--- config.mk ---
export PLATFORM = sky130hd
export DESIGN_NAME = sdrc_wb_mport
export DESIGN_NICKNAME = d
export VERILOG_FILES = /design/src/rtl/sdrc_wb_mport.sv
export SDC_FILE = /design/constraint.sdc
export NUM_CORES = 1
export LEC_CHECK = 0
export ABC_AREA = 1
export ABC_CLOCK_PERIOD_IN_PS = 1700
export CAP_MARGIN = 40
export CELL_PAD_IN_SITES_DETAIL_PLACEMENT = 1
export CELL_PAD_IN_SITES_GLOBAL_PLACEMENT = 1
export CORE_AREA = 2 2 169 171
export CTS_BUF_LIST = sky130_fd_sc_hd__clkbuf_16
export CTS_CLUSTER_DIAMETER = 100
export DETAILED_ROUTE_END_ITERATION = 8
export DIE_AREA = 0 0 171 173
export DONT_BUFFER_PORTS = 1
export PLACE_DENSITY = 0.58
export SLEW_MARGIN = 20
export SYNTH_ARGS = -nofsm -noshare
export SYNTH_HDL_FRONTEND = slang
export SYNTH_SLANG_ARGS = --single-unit
--- constraint.sdc ---
create_clock -name sdram_clk -period 1.7 [get_ports sdram_clk]
set_input_delay 0.34 -clock sdram_clk [delete_from_list [all_inputs] [get_ports sdram_clk]]
set_output_delay 0.34 -clock sdram_clk [all_outputs]
set_load 0.02 [all_outputs]
--- src/rtl/sdrc_wb_mport.sv ---
// Multi-port Wishbone front end for sdrc_core: arbitrates NP masters onto one app request port.
// Define SDRC_MPORT_RR_EN for round-robin arbitration; otherwise fixed priority (port 0 highest).
module sdrc_wb_mport #(
   parameter int unsigned NP = 4,
   parameter int unsigned AW = 30,
   parameter int unsigned dw = 32,
   parameter int unsigned bl = 9
) (
   input  logic               sdram_clk,
   input  logic               sdram_resetn,
   input  logic [NP-1:0]      wb_cyc_i,
   input  logic [NP-1:0]      wb_stb_i,
   input  logic [NP-1:0]      wb_we_i,
   input  logic [NP*AW-1:0]   wb_addr_i,
   input  logic [NP*dw-1:0]   wb_dat_i,
   input  logic [NP*dw/8-1:0] wb_sel_i,
   output logic [NP-1:0]      wb_ack_o,
   output logic [dw-1:0]      wb_dat_o,
   output logic [NP-1:0]      arb_grant_o,
   output logic               app_req,
   output logic [AW-1:0]      app_req_addr,
   output logic [bl-1:0]      app_req_len,
   output logic               app_req_wr_n,
   input  logic               app_req_ack,
   output logic [dw-1:0]      app_wr_data,
   output logic [dw/8-1:0]    app_wr_en_n,
   input  logic               app_wr_next_req,
   input  logic               app_rd_valid,
   input  logic               app_last_rd,
   input  logic [dw-1:0]      app_rd_data
);

   localparam int unsigned PW = (NP > 1) ? $clog2(NP) : 1;
   localparam int unsigned SW = dw / 8;

   typedef enum logic [2:0] {StIdle, StReq, StWdata, StRdata, StAck} state_e;

   state_e          state_q, state_d;
   logic            req_q, req_d;
   logic [AW-1:0]   addr_q, addr_d;
   logic            wr_n_q, wr_n_d;
   logic [dw-1:0]   wdata_q, wdata_d;
   logic [SW-1:0]   sel_q, sel_d;
   logic [SW-1:0]   wr_en_n_q, wr_en_n_d;
   logic [NP-1:0]   ack_q, ack_d;
   logic [dw-1:0]   dat_q, dat_d;
   logic [NP-1:0]   grant_q, grant_d;

   logic [NP-1:0]   pending;
   logic            win_found;
   logic [PW-1:0]   win_idx;
   logic [AW-1:0]   win_addr;
   logic [dw-1:0]   win_dat;
   logic [SW-1:0]   win_sel;
   logic            win_we;

   // Single-beat transfers only: the core always returns exactly one beat we care about.
   logic unused_last_rd;
   assign unused_last_rd = app_last_rd;

   assign pending = wb_cyc_i & wb_stb_i;

`ifdef SDRC_MPORT_RR_EN
   logic [PW-1:0] ptr_q, ptr_d;
   int            cand;

   always_comb begin
      win_found = 1'b0;
      win_idx   = '0;
      cand      = 0;
      for (int i = 0; i < int'(NP); i++) begin
         cand = int'(ptr_q) + i;
         if (cand >= int'(NP)) cand = cand - int'(NP);
         if (!win_found && pending[cand]) begin
            win_found = 1'b1;
            win_idx   = PW'(cand);
         end
      end
   end
`else
   always_comb begin
      win_found = 1'b0;
      win_idx   = '0;
      for (int i = int'(NP) - 1; i >= 0; i--) begin
         if (pending[i]) begin
            win_found = 1'b1;
            win_idx   = PW'(i);
         end
      end
   end
`endif

   always_comb begin
      win_addr = '0;
      win_dat  = '0;
      win_sel  = '0;
      win_we   = 1'b0;
      for (int p = 0; p < int'(NP); p++) begin
         if (win_idx == PW'(p)) begin
            win_addr = wb_addr_i[p*AW +: AW];
            win_dat  = wb_dat_i[p*dw +: dw];
            win_sel  = wb_sel_i[p*SW +: SW];
            win_we   = wb_we_i[p];
         end
      end
   end

   always_comb begin
      state_d   = state_q;
      req_d     = req_q;
      addr_d    = addr_q;
      wr_n_d    = wr_n_q;
      wdata_d   = wdata_q;
      sel_d     = sel_q;
      wr_en_n_d = wr_en_n_q;
      ack_d     = '0;
      dat_d     = dat_q;
      grant_d   = grant_q;
`ifdef SDRC_MPORT_RR_EN
      ptr_d     = ptr_q;
`endif
      unique case (state_q)
         StIdle: begin
            if (win_found) begin
               state_d          = StReq;
               req_d            = 1'b1;
               addr_d           = win_addr;
               wr_n_d           = ~win_we;
               wdata_d          = win_dat;
               sel_d            = win_sel;
               grant_d          = '0;
               grant_d[win_idx] = 1'b1;
`ifdef SDRC_MPORT_RR_EN
               ptr_d = (win_idx == PW'(NP - 1)) ? '0 : win_idx + PW'(1);
`endif
            end
         end
         StReq: begin
            if (app_req_ack) begin
               req_d = 1'b0;
               if (!wr_n_q) begin
                  state_d   = StWdata;
                  wr_en_n_d = ~sel_q;
               end else begin
                  state_d = StRdata;
               end
            end
         end
         StWdata: begin
            if (app_wr_next_req) begin
               state_d   = StAck;
               wr_en_n_d = '1;
               // A master that abandoned its cycle still lets the access finish, but gets no ack.
               ack_d     = grant_q & wb_cyc_i;
            end
         end
         StRdata: begin
            if (app_rd_valid) begin
               state_d = StAck;
               dat_d   = app_rd_data;
               ack_d   = grant_q & wb_cyc_i;
            end
         end
         StAck: begin
            state_d = StIdle;
            grant_d = '0;
         end
         default: state_d = StIdle;
      endcase
   end

   always_ff @(posedge sdram_clk) begin
      if (!sdram_resetn) begin
         state_q   <= StIdle;
         req_q     <= 1'b0;
         addr_q    <= '0;
         wr_n_q    <= 1'b1;
         wdata_q   <= '0;
         sel_q     <= '0;
         wr_en_n_q <= '1;
         ack_q     <= '0;
         dat_q     <= '0;
         grant_q   <= '0;
`ifdef SDRC_MPORT_RR_EN
         ptr_q     <= '0;
`endif
      end else begin
         state_q   <= state_d;
         req_q     <= req_d;
         addr_q    <= addr_d;
         wr_n_q    <= wr_n_d;
         wdata_q   <= wdata_d;
         sel_q     <= sel_d;
         wr_en_n_q <= wr_en_n_d;
         ack_q     <= ack_d;
         dat_q     <= dat_d;
         grant_q   <= grant_d;
`ifdef SDRC_MPORT_RR_EN
         ptr_q     <= ptr_d;
`endif
      end
   end

   assign wb_ack_o     = ack_q;
   assign wb_dat_o     = dat_q;
   assign arb_grant_o  = grant_q;
   assign app_req      = req_q;
   assign app_req_addr = addr_q;
   assign app_req_len  = bl'(1);
   assign app_req_wr_n = wr_n_q;
   assign app_wr_data  = wdata_q;
   assign app_wr_en_n  = wr_en_n_q;

endmodule

==> impl_metrics.env, run 1 <==
export IMPL_finalSetupViolations=0
export IMPL_tns_ns=0
export IMPL_htreeDepth=4
export IMPL_synth_seq_area_share=0.348
export IMPL_gp_congestion=0.813
export IMPL_syn_avg_cell_area_um2=6.22
export IMPL_drt_total_wl_um=30000
export IMPL_synth_top_cell_area_share=0.348
export IMPL_grtUsageTotal=0.193
export IMPL_netlist_cell_type_count=24
export IMPL_cts_tree="yes"
export IMPL_hold_viol=0
export IMPL_status="finished, final reports clean"
export IMPL_post_route_period_util=0.884
export IMPL_hpwl_um=21800
export IMPL_dr_pass1_iters=4
export IMPL_clkSinkCount=115
export IMPL_placed_area_mm2=0.00722
export IMPL_clock_skew_ns=0.00831
export IMPL_place_ws_ns=0.0399
export IMPL_maxCapViolCount=0
export IMPL_die_area_mm2=0.0296
export IMPL_start_kind="flip-flop"
export IMPL_synth_area_leader_cell="dfxtp_1"
export IMPL_grt_pass1_wl_um=43500
export IMPL_cts_inserted_buffers=17
export IMPL_grt_ovfl_total=0
export IMPL_syn_to_final_growth_pct=18.8
export IMPL_cts_clk_slew_worst_paths_ns=0.06
export IMPL_vias=7276
export IMPL_grt_max_degree=52
export IMPL_fin_nets=1350
export IMPL_fp_dieH_um=173
export IMPL_wire_per_inst_um=21.0
export IMPL_initial_utilization=0.239
export IMPL_drive_above_1_share=0.0934
export IMPL_crit_type="reg2reg"
export IMPL_period_minus_slack_ns=1.50
export IMPL_worstPathArrival_ns=1.83
export IMPL_via_per_inst=5.10
export IMPL_synth_seq_cells=115
export IMPL_post_cts_buffers=0
export IMPL_final_cell_mix="nand2_1, nor2_1, nand3_1, dfxtp_1, a21oi_1"
export IMPL_core_area_mm2=0.0276
export IMPL_io_pins=431
export IMPL_grt_pass1_vias=7429
export IMPL_route_detailed_drc=0
export IMPL_synth_cells=1063
export IMPL_portBuffers=0
export IMPL_antenna_found_initial=2
export IMPL_min_path_type="in2reg"
export IMPL_stdcell_area_mm2=0.00785
export IMPL_syn_cell_area_mm2=0.00661
export IMPL_timing_fmax_mhz=665
export IMPL_power_density_mw_per_mm2=1510
export IMPL_first_iter_violations=267
export IMPL_worstSetupEndpointType="flip-flop"
export IMPL_ant_nets=0
export IMPL_rsz0062_at_grt="false"
export IMPL_slew_violations=0
export IMPL_clock_latency_ns=0.41
export IMPL_cts_buffer_depth=2
export IMPL_rows=61
export IMPL_cts_root_buf="clkbuf_16"
export IMPL_synthTopCellsByArea="dfxtp_1, nand2_1, nor2_1, nand3_1, nand4_1"
export IMPL_leakagePower_nw=3.31
export IMPL_crit_required_ns=2.02
export IMPL_yosysWarnings=0
export IMPL_critPathMaxFanout=23
export IMPL_die_w_um=171
export IMPL_final_common_cell="nand2_1"
export IMPL_ir_worst_vdd_mv=0.471
export IMPL_finalWorstSetupSlack_ns=0.197
[worst paths after layout]
| check | from | to | slack [ns] | depth (start not counted) |
|---|---|---|---|---|
| worst min register to register | sel_q[0] | sel_q[0] | 0.47 | 2 |
| worst max-delay path | state_q[1] | app_wr_data[20] | 0.20 | 9 |
| worst min-delay path | sdram_resetn | app_wr_en_n[1] | 0.04 | 1 |
| worst max register to register | state_q[1] | app_wr_data[20] | 0.20 | 9 |
[metrics by stage]
step                hold WS [ns]  cells  total power, mW  utilization
detailed placement         0.432   1393             8.23        0.261
global route             0.00718   1428             12.7        0.284
CTS                    0.0000970   1427             12.1        0.284
finish                    0.0420   1428             11.8        0.284
floorplan                  0.444   1070             6.77            -
global placement           0.431   1393             8.14        0.261
[layout make-up]
class / count / area (um2)
inverters: 42 / 158
well taps: 378 / 473
multi-input cells: 815 / 3710
repair buffers: 45 / 609
flip-flops and latches: 115 / 2300
diodes: 1 / 2.50
clock inverters: 15 / 171
fillers: 3529 / 19800
clock buffers: 17 / 425
[repair_timing]
action / 4_1_cts / 5_1_grt
endpoints found under the hold margin: 2 / 0
hold buffers: 2 / 0
setup endpoints to repair: 0 / 6
resized for setup: 0 / 3
[cells in the mapped netlist]
cell type,n
nand2_1,218
nor2_1,210
nand3_1,146
dfxtp_1,115
a21oi_1,74
nand4_1,67
o21ai_0,64
buf_2,45
inv_1,37
clkbuf_1,30
buf_4,21
o21ai_1,11
inv_2,5
nand2_2,5
nand2_4,3
nor2_2,3
conb_1,2
buf_1,1
buf_6,1
nand3_2,1
nand3b_1,1
nand4_2,1
o21ai_2,1
or2_2,1
[power breakdown]
group	internal [mW]	total [mW]	switching [mW]
clock network	2.20	3.72	1.51
registers	3.28	4.43	1.15
logic	1.48	3.69	2.21
[per-layer routing]
layer  GRT usage  wire [um]  vias to the layer above
met1       0.217      12200                     3466
met3      0.0494       2190                       40
met2       0.348      14900                      317
li1            -          -                     3453
met4      0.0678        691                        0
met5           0          0                        -
[worst max-delay path, cell delays in order, from the launching register on]
cell     delay (ns)
dfxtp_1        0.31
nor2_1         0.10
inv_1          0.07
nor2_2         0.16
o21ai_4        0.11
buf_12         0.17
buf_12         0.16
nor2_1         0.10
nand2_1        0.06
a21oi_1        0.15
[flip-flops by register name, indices dropped and copies added (netlist names)]
signal and flops:
app_wr_en_n 4, app_req_wr_n 1, app_req 1, wb_ack_o 4, state_q 3, arb_grant_o 4
wb_dat_o 32, app_req_addr 30, app_wr_data 32, sel_q 4
[cell families after synthesis]
kind of cell	synth area share
AO/OA/AOI/OAI	0.114
AND/OR/NAND/NOR	0.435
other	0.00114
buffers and inverters	0.101
flip-flops	0.348
Power figures use the tool's default switching activity.
==> run 2: changes to the inputs <==
Settings changed: ABC_AREA 1 to unset, CORE_AREA 2 2 169 171 to 2 2 168 170, DIE_AREA 0 0 171 173 to 0 0 170 172, SKIP_LAST_GASP set to 1.
==> impl_metrics.env, run 2 <==
export IMPL_core_area_mm2=0.0275
export IMPL_htreeDepth=4
export IMPL_gp_congestion=0.774
export IMPL_via_per_inst=5.85
export IMPL_clkSinkCount=115
export IMPL_nFillCells=3238
export IMPL_multi_input_area_mm2=0.00401
export IMPL_fin_nets=1136
export IMPL_synth_common_cells="dfxtp_1, nand2_1, a21oi_1"
export IMPL_syn_avg_cell_area_um2=7.87
export IMPL_r2r_end="app_req_addr[12]"
export IMPL_async_flop_share=0
export IMPL_crit_required_ns=1.99
export IMPL_synth_edf_count=0
export IMPL_grt_pass1_wl_um=43600
export IMPL_leakagePower_nw=2.95
export IMPL_regToRegSetupSlack_ns=0.11
export IMPL_synth_seq_cells=115
export IMPL_worstHoldStart="sdram_resetn"
export IMPL_fp_dieH_um=172
export IMPL_min_path_type="in2reg"
export IMPL_yosysWarnings=0
export IMPL_synth_seq_area_share=0.337
export IMPL_slew_violations=0
export IMPL_cts_buffer_depth=2
export IMPL_synthTopCellsByArea="dfxtp_1, a2bb2oi_1, a211oi_1, o31ai_1, and3_1"
export IMPL_seqCellArea_mm2=0.00230
export IMPL_route_detailed_drc=0
export IMPL_hold_slack_ns=0.0653
export IMPL_final_common_cell="dfxtp_1"
export IMPL_worstHoldPathCells=1
export IMPL_hold_end="app_req_wr_n"
export IMPL_tns_ns=0
export IMPL_clock_skew_ns=0.0125
export IMPL_die_area_mm2=0.0292
export IMPL_initial_utilization=0.249
export IMPL_grt_use_met2=0.329
export IMPL_start_kind="flip-flop"
export IMPL_worst_r2r_cell_count=6
export IMPL_synth_cells=869
export IMPL_synth_area_leader_cell="dfxtp_1"
export IMPL_ant_nets=0
export IMPL_status="finished, final reports clean"
export IMPL_power_density_mw_per_mm2=1270
export IMPL_drive_above_1_share=0.107
export IMPL_cts_tree="yes"
export IMPL_use_met1=0.236
export IMPL_utilization=0.291
export IMPL_cts_inserted_buffers=17
export IMPL_syn_to_final_growth_pct=16.8
export IMPL_r2r_start="state_q[1]"
export IMPL_synth_top_cell_area_share=0.337
export IMPL_netlist_cell_type_count=44
export IMPL_worstSetupEndpointType="flip-flop"
export IMPL_rows=61
export IMPL_finalNonFillerCells=1183
export IMPL_syn_cell_area_mm2=0.00684
export IMPL_ys_flop_type="dfxtp_1"
export IMPL_synth_most_common_cell="dfxtp_1"
export IMPL_grt_max_degree=110
export IMPL_maxCapViolCount=0
export IMPL_crit_type="reg2reg"
export IMPL_grtUsageTotal=0.196
export IMPL_timing_fmax_mhz=629
export IMPL_wire_per_inst_um=25.6
export IMPL_drt_total_wl_um=30200
export IMPL_io_pins=431
export IMPL_die_w_um=170
export IMPL_rsz0062_at_grt="false"
export IMPL_place_inst=1149
export IMPL_cts_clk_slew_worst_paths_ns=0.06
export IMPL_cts_root_buf="clkbuf_16"
export IMPL_grt_busiest_layer="met2"
export IMPL_finalSetupViolations=0
export IMPL_final_cell_mix="dfxtp_1, nand2_1, a21oi_1, and3_1, o21ai_0"
export IMPL_worstPathArrival_ns=1.88
export IMPL_grt_ovfl_total=0
export IMPL_hpwl_um=21300
export IMPL_cts_hold_buffers=0
export IMPL_grt_pass1_vias=7020
export IMPL_ir_worst_vdd_mv=0.625
export IMPL_critPathMaxFanout=22
export IMPL_portBuffers=0
export IMPL_met3_usage=0.0664
export IMPL_post_route_period_util=0.935
export IMPL_first_iter_violations=304
export IMPL_post_cts_buffers=0
export IMPL_vias=6917
export IMPL_antenna_found_initial=5
export IMPL_dr_pass1_iters=4
export IMPL_cts_resized=0
export IMPL_hold_viol=0
export IMPL_clock_latency_ns=0.42
export IMPL_period_minus_slack_ns=1.59
-- run 2: cell count changes in the layout (fill, tap and decap cells not counted), moves of 34 or more --
cell	change
a21boi_0	+34
nand3_1	-80
a211oi_1	+66
a2bb2oi_1	+66
o31ai_1	+62
and3_1	+72
nand4_1	-66
nand2_1	-142
nor2_1	-207
-- run 2: power by group --
| part | total, mW | switching [mW] | internal (mW) |
|---|---|---|---|
| logic | 2.24 | 1.28 | 0.956 |
| clock network | 4.09 | 1.47 | 2.62 |
| registers | 3.82 | 0.737 | 3.08 |
| total | 10.1 | 3.49 | 6.66 |
-- run 2: layout make-up --
type,instances,share of cell area
flip-flops and latches,115,0.288
clock buffers,17,0.0532
inverters,4,0.00188
well taps,346,0.0542
repair buffers,44,0.0711
multi-input cells,640,0.502
clock inverters,14,0.0287
diodes,3,0.000940
-- run 2: cells by family (layout without fill, tap and decap cells) --
logic type / after synthesis / after routing / synth area share
buf+inv: 121 / 79 / 0.0847
compound gates: 389 / 389 / 0.393
simple gates: 239 / 239 / 0.180
other cells: 2 / 12 / 0.00110
flops: 115 / 115 / 0.337
mux: 3 / 3 / 0.00457
-- run 2: how the worst max path moves through the flow --
stage / start / endpoint / slack [ns] / depth (start not counted)
floorplan: wb_cyc_i[1] / app_wr_data[31] / 0.16 / 7
global placement: wb_cyc_i[2] / app_wr_data[0] / 0.04 / 5
detailed placement: wb_cyc_i[2] / app_wr_data[17] / 0.02 / 5
CTS: state_q[1] / app_req_addr[13] / 0.09 / 6
global route: state_q[2] / app_req_addr[29] / 0.01 / 6
finish: state_q[1] / app_req_addr[12] / 0.11 / 6
-- run 2: layer usage --
metal / vias up / share of wire
li1: 3175 / -
met1: 3357 / 0.41
met2: 335 / 0.47
met3: 46 / 0.089
met4: 4 / 0.024
met5: - / 0.00076
-- run 2: critical path, cell delays in order (launching register included) --
cell     delay [ns]
dfxtp_1        0.37
nor3_4         0.39
o41ai_4        0.17
buf_4          0.20
buf_12         0.16
nand3_1        0.09
o31ai_1        0.07
-- run 2: metrics by stage --
step                cell area, um2  worst slack [ns]  power (mW)
finish                        7990             0.110        10.1
global route                  7990            0.0104        10.7
CTS                           7980            0.0900        10.3
detailed placement            7330            0.0209        6.14
global placement              7330            0.0373        6.10
floorplan                     6870             0.156        5.37
==> run 3: changes to the inputs <==
Settings changed: PLACE_DENSITY 0.58 to unset, PLACE_DENSITY_LB_ADDON set to 0.12.
==> impl_metrics.env, run 3 (same netlist as run 2, synthesis figures left out) <==
export IMPL_hold_viol=0
export IMPL_nFillCells=3276
export IMPL_crit_slowest_cell="dfxtp_1"
export IMPL_timing_fmax_mhz=642
export IMPL_tns_ns=0
export IMPL_cts_buffer_depth=2
export IMPL_ant_nets=0
export IMPL_via_per_inst=5.83
export IMPL_htreeDepth=4
export IMPL_final_common_cell="dfxtp_1"
export IMPL_cp_cell_sequence="nor3_4, o41ai_4, buf_4, buf_12, nand3_1, o31ai_1"
export IMPL_wire_per_inst_um=26.1
export IMPL_grtUsageTotal=0.200
export IMPL_critPathMaxFanout=25
export IMPL_cts_tree="yes"
export IMPL_cts_root_buf="clkbuf_16"
export IMPL_start_kind="flip-flop"
export IMPL_fin_nets=1141
export IMPL_maxCapViolCount=0
export IMPL_clock_latency_ns=0.42
export IMPL_die_w_um=170
export IMPL_grt_pass1_vias=7091
export IMPL_die_area_mm2=0.0292
export IMPL_power_density_mw_per_mm2=1240
export IMPL_stdcell_area_mm2=0.00792
export IMPL_antenna_found_initial=4
export IMPL_drt_total_wl_um=31000
export IMPL_dr_pass1_iters=4
export IMPL_placed_area_mm2=0.00730
export IMPL_post_route_period_util=0.916
export IMPL_gp_congestion=0.820
export IMPL_portBuffers=0
export IMPL_hpwl_um=21900
export IMPL_clock_skew_ns=0.0127
export IMPL_rows=61
export IMPL_critPathMaxStageDelay_ns=0.42
export IMPL_min_path_type="in2reg"
export IMPL_clkSinkCount=115
export IMPL_finalWorstSetupSlack_ns=0.143
export IMPL_grt_ovfl_total=0
export IMPL_vias=6926
export IMPL_crit_required_ns=1.99
export IMPL_leakagePower_nw=2.94
export IMPL_crit_buf_inv=2
export IMPL_fp_dieH_um=172
export IMPL_initial_utilization=0.249
export IMPL_rsz0062_at_grt="false"
export IMPL_worstSetupEndpointType="flip-flop"
export IMPL_period_minus_slack_ns=1.56
export IMPL_post_cts_buffers=0
export IMPL_drive_above_1_share=0.114
export IMPL_seqCellArea_mm2=0.00230
export IMPL_grt_pass1_wl_um=44300
export IMPL_cts_clk_slew_worst_paths_ns=0.06
export IMPL_cts_inserted_buffers=17
export IMPL_finalSetupViolations=0
export IMPL_cpLargestDelayFamily="simple AND/OR/NAND/NOR gates"
export IMPL_multi_input_area_mm2=0.00401
export IMPL_crit_type="reg2reg"
export IMPL_worstPathArrival_ns=1.84
export IMPL_first_iter_violations=321
export IMPL_place_ws_ns=-0.0231
export IMPL_syn_to_final_growth_pct=15.8
export IMPL_final_cell_mix="dfxtp_1, nand2_1, a21oi_1, and3_1, o21ai_0"
export IMPL_grt_max_degree=110
export IMPL_status="finished, final reports clean"
export IMPL_slew_violations=0
export IMPL_io_pins=431
export IMPL_cts_hold_buffers=0
export IMPL_core_area_mm2=0.0275
export IMPL_route_detailed_drc=0
export IMPL_ir_worst_vdd_mv=0.608
[run 3: changes by cell type in the layout (fill, tap and decap cells not counted)]
cell       change
inv_8          +3
inv_6          +6
buf_6          +1
dfxtp_2        +1
bufinv_16      -3
buf_12         -5
clkinv_4       -5
dfxtp_1        -1
buf_4          +9
[run 3: repair_timing]
item	in CTS	in global routing
gates resized for setup	0	2
endpoints found under the hold margin	0	0
setup endpoints to repair	0	10
[run 3: layout make-up]
type | count | share of cell area
diodes | 3 | 0.000948
clock buffers | 17 | 0.0537
clock inverters | 15 | 0.0229
inverters | 4 | 0.00190
multi-input cells | 640 | 0.506
flip-flops and latches | 115 | 0.291
well taps | 346 | 0.0547
repair buffers | 49 | 0.0690
[run 3: final timing paths]
path,start,end,slack (ns),cells past startpoint
max reg2reg,state_q[1],app_req_addr[10],0.14,6
min,sdram_resetn,app_wr_en_n[2],0.07,1
max,state_q[1],app_req_addr[10],0.14,6
min reg2reg,sel_q[0],sel_q[0],0.48,2
[run 3: stage by stage]
stage	total power, mW	hold slack, ns	utilization	std cells
final	9.86	0.0657	0.288	1189
after global routing	10.4	0.0371	0.288	1188
after CTS	10.0	0.0273	0.288	1186
after detailed placement	6.15	0.459	0.266	1154
after global placement	6.08	0.449	0.266	1154
after floorplan	5.37	0.440	-	876
[run 3: report_power, final]
| group | switching [mW] | total (mW) | internal (mW) |
|---|---|---|---|
| registers | 0.758 | 3.84 | 3.08 |
| clock network | 1.56 | 3.80 | 2.23 |
| logic | 1.28 | 2.22 | 0.944 |
[run 3: routing by layer]
layer | GRT usage | routed length, um | part of all wire
met5 | 0 | 13 | 0.00042
met2 | 0.339 | 15000 | 0.48
met4 | 0.0665 | 615 | 0.020
met1 | 0.238 | 12800 | 0.41
met3 | 0.0668 | 2570 | 0.083
[run 3: worst reg2reg max path: stages (launching register included)]
cell     delay [ns]
dfxtp_1        0.42
nor3_4         0.32
o41ai_4        0.15
buf_4          0.20
buf_12         0.16
nand3_1        0.12
o31ai_1        0.07
